<file path="config.mk">
export PLATFORM = sky130hd
export DESIGN_NAME = id_stage
export DESIGN_NICKNAME = d
export VERILOG_FILES = /design/src/rtl/id_stage.sv
export SDC_FILE = /design/constraint.sdc
export NUM_CORES = 2
export LEC_CHECK = 0
export CAP_MARGIN = 10
export CELL_PAD_IN_SITES_DETAIL_PLACEMENT = 1
export CELL_PAD_IN_SITES_GLOBAL_PLACEMENT = 2
export CORE_MARGIN = 2
export CORE_UTILIZATION = 25
export CTS_CLUSTER_SIZE = 28
export DETAILED_ROUTE_END_ITERATION = 10
export PLACE_DENSITY = 0.56
export SLEW_MARGIN = 15
export SYNTH_ARGS = -nofsm -noshare
export SYNTH_HDL_FRONTEND = slang
export SYNTH_SLANG_ARGS = --single-unit
</file>
<file path="constraint.sdc">
create_clock -name clk_i -period 96.9 [get_ports clk_i]
set_input_delay 19.38 -clock clk_i [delete_from_list [all_inputs] [get_ports clk_i]]
set_output_delay 19.38 -clock clk_i [all_outputs]
set_load 0.005 [all_outputs]
</file>
<file path="src/rtl/id_stage.sv">
// RV32I instruction-decode stage: register file with write-first bypass,
// immediate/legality decode and the ID/EX pipeline register with flush/stall.
module id_stage #(
    parameter int unsigned XLEN     = 32,
    parameter logic [31:0] NOP_INST = 32'h0000_0013
) (
    input  logic            clk_i,
    input  logic            rst_i,
    input  logic            stall_i,
    input  logic            flush_i,
    input  logic [XLEN-1:0] if_pc_i,
    input  logic [31:0]     if_inst_i,
    input  logic            wb_en_i,
    input  logic [4:0]      wb_rd_i,
    input  logic [XLEN-1:0] wb_data_i,
    output logic [XLEN-1:0] id_pc_o,
    output logic [31:0]     id_inst_o,
    output logic [XLEN-1:0] rs1_data_o,
    output logic [XLEN-1:0] rs2_data_o,
    output logic [XLEN-1:0] imm_o,
    output logic [4:0]      rs1_addr_o,
    output logic [4:0]      rs2_addr_o,
    output logic [4:0]      rd_addr_o,
    output logic            valid_o,
    output logic            illegal_o
);

    typedef enum logic [2:0] {
        IMM_NONE,
        IMM_I,
        IMM_S,
        IMM_B,
        IMM_U,
        IMM_J
    } imm_fmt_e;

    typedef struct packed {
        logic [XLEN-1:0] pc;
        logic [31:0]     inst;
        logic [XLEN-1:0] rs1_data;
        logic [XLEN-1:0] rs2_data;
        logic [XLEN-1:0] imm;
        logic [4:0]      rs1_addr;
        logic [4:0]      rs2_addr;
        logic [4:0]      rd_addr;
        logic            valid;
        logic            illegal;
    } idex_t;

    localparam idex_t IDEX_BUBBLE = '{
        pc:       '0,
        inst:     NOP_INST,
        rs1_data: '0,
        rs2_data: '0,
        imm:      '0,
        rs1_addr: '0,
        rs2_addr: '0,
        rd_addr:  '0,
        valid:    1'b0,
        illegal:  1'b0
    };

    logic [XLEN-1:0] regs_q [32];
    logic [XLEN-1:0] regs_d [32];
    idex_t           idex_q;
    idex_t           idex_d;

    logic [6:0]      opcode;
    logic [4:0]      rs1_addr;
    logic [4:0]      rs2_addr;
    logic [4:0]      rd_addr;
    logic [XLEN-1:0] rs1_val;
    logic [XLEN-1:0] rs2_val;
    logic [XLEN-1:0] imm_val;
    logic            legal;
    imm_fmt_e        imm_fmt;
    logic            wb_hit;

    assign opcode   = if_inst_i[6:0];
    assign rs1_addr = if_inst_i[19:15];
    assign rs2_addr = if_inst_i[24:20];
    assign rd_addr  = if_inst_i[11:7];
    assign wb_hit   = wb_en_i && (wb_rd_i != 5'd0);

    // Register file: x0 is never written, so its entry stays at reset zero.
    always_comb begin
        for (int unsigned i = 0; i < 32; i++) begin
            regs_d[i] = regs_q[i];
        end
        if (wb_hit) begin
            regs_d[wb_rd_i] = wb_data_i;
        end
    end

    always_ff @(posedge clk_i or posedge rst_i) begin
        if (rst_i) begin
            for (int unsigned i = 0; i < 32; i++) begin
                regs_q[i] <= '0;
            end
        end else begin
            for (int unsigned i = 0; i < 32; i++) begin
                regs_q[i] <= regs_d[i];
            end
        end
    end

    // Write-first read: a same-cycle writeback to the source wins over the array.
    always_comb begin
        rs1_val = '0;
        rs2_val = '0;
        if (rs1_addr != 5'd0) begin
            rs1_val = (wb_hit && wb_rd_i == rs1_addr) ? wb_data_i : regs_q[rs1_addr];
        end
        if (rs2_addr != 5'd0) begin
            rs2_val = (wb_hit && wb_rd_i == rs2_addr) ? wb_data_i : regs_q[rs2_addr];
        end
    end

    always_comb begin
        imm_fmt = IMM_NONE;
        legal   = 1'b1;
        case (opcode)
            7'b0000011, 7'b0010011, 7'b1100111, 7'b1110011: imm_fmt = IMM_I;
            7'b0100011:                                     imm_fmt = IMM_S;
            7'b1100011:                                     imm_fmt = IMM_B;
            7'b0110111, 7'b0010111:                         imm_fmt = IMM_U;
            7'b1101111:                                     imm_fmt = IMM_J;
            7'b0110011:                                     imm_fmt = IMM_NONE;
            default:                                        legal   = 1'b0;
        endcase
        if (if_inst_i[1:0] != 2'b11) begin
            legal = 1'b0;
        end
    end

    always_comb begin
        imm_val = '0;
        case (imm_fmt)
            IMM_I: imm_val = {{(XLEN-12){if_inst_i[31]}}, if_inst_i[31:20]};
            IMM_S: imm_val = {{(XLEN-12){if_inst_i[31]}}, if_inst_i[31:25], if_inst_i[11:7]};
            IMM_B: imm_val = {{(XLEN-13){if_inst_i[31]}}, if_inst_i[31], if_inst_i[7],
                              if_inst_i[30:25], if_inst_i[11:8], 1'b0};
            IMM_U: imm_val = {{(XLEN-32){if_inst_i[31]}}, if_inst_i[31:12], 12'b0};
            IMM_J: imm_val = {{(XLEN-21){if_inst_i[31]}}, if_inst_i[31], if_inst_i[19:12],
                              if_inst_i[20], if_inst_i[30:21], 1'b0};
            default: imm_val = '0;
        endcase
    end

    // Flush beats stall; a stalled slot keeps the operands it captured on entry.
    always_comb begin
        idex_d = idex_q;
        if (flush_i) begin
            idex_d = IDEX_BUBBLE;
        end else if (!stall_i) begin
            idex_d.pc       = if_pc_i;
            idex_d.inst     = if_inst_i;
            idex_d.rs1_data = rs1_val;
            idex_d.rs2_data = rs2_val;
            idex_d.imm      = imm_val;
            idex_d.rs1_addr = rs1_addr;
            idex_d.rs2_addr = rs2_addr;
            idex_d.rd_addr  = rd_addr;
            idex_d.valid    = 1'b1;
            idex_d.illegal  = !legal;
        end
    end

    always_ff @(posedge clk_i or posedge rst_i) begin
        if (rst_i) begin
            idex_q <= IDEX_BUBBLE;
        end else begin
            idex_q <= idex_d;
        end
    end

    assign id_pc_o    = idex_q.pc;
    assign id_inst_o  = idex_q.inst;
    assign rs1_data_o = idex_q.rs1_data;
    assign rs2_data_o = idex_q.rs2_data;
    assign imm_o      = idex_q.imm;
    assign rs1_addr_o = idex_q.rs1_addr;
    assign rs2_addr_o = idex_q.rs2_addr;
    assign rd_addr_o  = idex_q.rd_addr;
    assign valid_o    = idex_q.valid;
    assign illegal_o  = idex_q.illegal;

endmodule
</file>
==> reports/qor.csv <==
metric,value,unit
Via density,5.27,
Area Growth Syn to Fin,17.7,%
worst min-delay path class,reg -> reg,
CTS H-tree depth,4,
DIE WIDTH,499,um
cts bufs inserted,144,
crit path capture,regs_q[208],
CP Data Required Time,97.66,ns
reg2reg setup slack,94.62,ns
hold-critical path depth,0,
Fmax,43.1,MHz
PostCTS Resize Cnt,0,
NumNets Final,4672,
hold buffer count at CTS,0,
crit-path cells,"clkdlybuf4s50_1, inv_8, buf_12, buf_12, buf_4, buf_4",
largest net degree at the start of global routing,173,
cell family with most CP delay,buffers and inverters,
Power Density,20.4,nW/um2
Die H,499,um
Total Power,1.47,mW
Setup Viol. Count Final,0,
Max IR drop VDD,20.0,uV
Post-CTS Setup Inserts,0,
Max-Cap Viols,0,
row count,181,
CP max stage delay,0.96,ns
post-layout min period,23.18,ns
first-pass GRT wire length,361,mm
Detailed Route WL,254,mm
"non-filler cells, final",7888,
post-synthesis compound-gate area fraction,7.24,%
Clock transition at path regs,0.06,ns
CTS tree,done,
CP bufs+invs,6,
post-synthesis mux area share,37.5,%
"Primary FF master, synth",dfrtp_1,
FF+latch area,29700,um2
final worst setup slack,73.72,ns
syn nets,4622,
Crit. Startpoint,rst_i,
fillers,25700,
register bit total from synthesis,1186,
arrival time worst endpoint,23.94,ns
warning count from the yosys run,0,
DRC violations left,0,
total track usage,20.1,%
Netlist cell types,60,
Slowest cell on crit path,buf_4,
share of cells above drive strength 1,22.2,%
max-slew violation count,0,
Mapped Cells,4516,
post-placement cell count,7622,
Post-DP HPWL,146,mm
total congestion overflow,0,
Clock Latency Late Sink,0.81,ns
Critical Path Fanout Max,158,
setup TNS,0,ns
r2r endpoint,rs1_data_o[27],
outcome,completed,
io pins,283,
Critical R2R Launch,regs_q[251],
dpl ws,72.70,ns
clk_skew,0.0336,ns
crit start category,primary input,
Pre-antenna DRT Iters,5,
cell depth of the worst setup path,6,
1st-iter DRT viols,3085,
RSZ-0062 raised after global routing,false,
number of global-route vias before repair,44500,
worst rel slew slack,18.1,%
Synth Cell Area,61300,um2
crit share post-route,23.9,%
Clock Tree Root,clkbuf_16,
"Seq/Total Area, Yosys",48.4,%
Synth Area in Simple Gates,2.99,%
Adder-Cell Fraction of Synth Area,0,%
Worst R2R Path Depth,5,
average wire per standard cell,32.2,um
antenna violations before repair,21,
largest family of logic cells by synthesized area,multiplexers,
Slew @ Worst Pin,1.23,ns
vias,41600,
clock tree sinks,1186,
initial core utilization,25.2,%
async set-or-reset flop fraction in the synthesized netlist,100,%
Mapped Avg Cell Area,13.6,um2
Detail Route Antenna Nets,0,
Critical Setup Path Class,in -> async,
IO Port Bufs,282,
placer congestion estimate,0.761,
Worst Setup End Kind,async pin,
core area,243000,um2
Fin. Hold Viols,0,
multi-input logic area,29700,um2
clock buffer depth,3,
leakage,31.3,nW
Synth Area in XOR/XNOR,0.157,%
Post-synth EDFFs,0,
Die Footprint,249000,um2
==> registers in the layout, indices dropped and copies added, names as in the netlist <==
signal      cells
rs2_data_o     32
rs1_data_o     32
id_pc_o        32
valid_o         1
illegal_o       1
imm_o          32
regs_q       1024
id_inst_o      32
==> cell families after synthesis <==
group | after synthesis
compound gates | 608
xor+xnor | 11
buf+inv | 513
flops | 1186
mux | 1807
simple gates | 391
==> cell usage in the layout, fill, tap and decap left out, types with 9 or more instances in the layout <==
master and n:
clkbuf_1 34, buf_2 12, mux2_1 724, clkinv_2 21, a31oi_1 26, o21ai_0 15
dfrtp_1 1183, o21ai_1 51, diode_2 9, a211oi_1 51, a2111oi_0 19, bufinv_16 11
o221ai_1 18, nand2_1 110, a32oi_1 19, mux2_2 293, o22ai_1 55, a22o_1 31
mux2i_1 498, mux4_2 291, nor2b_1 21, nor2_4 16, a21oi_1 81, clkbuf_16 149
nand3_1 53, a2111oi_2 17, clkdlybuf4s50_1 262, nor4_1 19, clkbuf_8 26, nor3_1 12
a22oi_1 167, nand2_4 15, buf_4 126, nor2_1 79, and3_1 21, a221o_1 32
==> metal layers <==
metal	vias up	routed length (um)	GRT usage [%]
met5	-	23	0
met4	4	7570	6.38
met3	332	10200	2.64
met2	1064	123000	33.8
met1	22900	113000	26.7
li1	17300	-	-
==> how the worst min path moves through the flow <==
stage | to | from | slack (ns)
floorplan | regs_q[1004] | regs_q[1004] | 0.44
global placement | regs_q[1005] | regs_q[1005] | 0.38
detailed placement | regs_q[1012] | regs_q[1012] | 0.38
CTS | regs_q[1012] | regs_q[1012] | 0.40
global route | regs_q[1007] | regs_q[1007] | 0.41
finish | regs_q[1012] | regs_q[1012] | 0.39
==> where the power goes <==
part | leakage, nW | internal [mW] | switching, mW
Sequential | 15.3 | 0.581 | 0.0668
Combinational | 13.6 | 0.137 | 0.122
Clock | 2.37 | 0.332 | 0.232
Total | 31.3 | 1.05 | 0.421
==> cell type report <==
| cell class | count | share of cell area (%) |
|---|---|---|
| well taps | 3202 | 5.56 |
| multi-input cells | 2817 | 41.2 |
| clock buffers | 209 | 5.84 |
| flip-flops and latches | 1186 | 41.2 |
| repair buffers | 410 | 5.28 |
| clock inverters | 48 | 0.888 |
| diodes | 9 | 0.0312 |
| inverters | 7 | 0.0468 |
==> worst reg2reg max path: stages (launching register included) <==
cell and delay (ns):
dfrtp_1 0.40, mux4_2 0.47, mux2_4 0.30, a2111oi_2 0.50
a211oi_1 0.18, a221o_1 0.31
==> per-stage QoR <==
stage                     util [%]  cell area (um2)  hold slack, ns
after detailed placement      27.6            67300           0.384
after CTS                     29.6            72100           0.398
after floorplan                  -            61300           0.441
final                         29.6            72100           0.392
after global routing          29.6            72100           0.409
after global placement        27.6            67300           0.377
==> synth_stat cells, types with 4 or more instances <==
library cell  count  area, um2
a221oi_1          6       52.6
nand4_1           4       25.0
a31oi_1          26        163
a32oi_1          19        166
o22ai_1          55        344
a2111oi_0        19        166
a211oi_1         51        383
nor3_1           14       70.1
buf_6            10        113
a22o_1           31        272
nor2_1           97        364
nand2b_1          7       43.8
o21ai_0          15       75.1
inv_1             5       18.8
and3_1           21        131
nand2_1         125        469
and2_1            4       25.0
mux4_2          291       6550
a21oi_1          81        405
mux2i_1         498       4980
mux2_2          293       3300
clkbuf_1        308       1160
buf_2           103        515
a2111oi_2        17        255
xnor2_1           5       43.8
mux2_1          724       8150
nor2b_1          28        175
xor2_1            6       52.6
o21ai_1          51        255
o221ai_1         18        158
a221o_1          32        320
nor4_1           20        125
a22oi_1         167       1250
nand3_1          53        265
a211o_1           6       52.6
buf_4            25        188
dfrtp_1        1183      29600
buf_1            60        225
nand3b_1          4       30.0
Note: power is estimated with default switching activity, not from simulation.
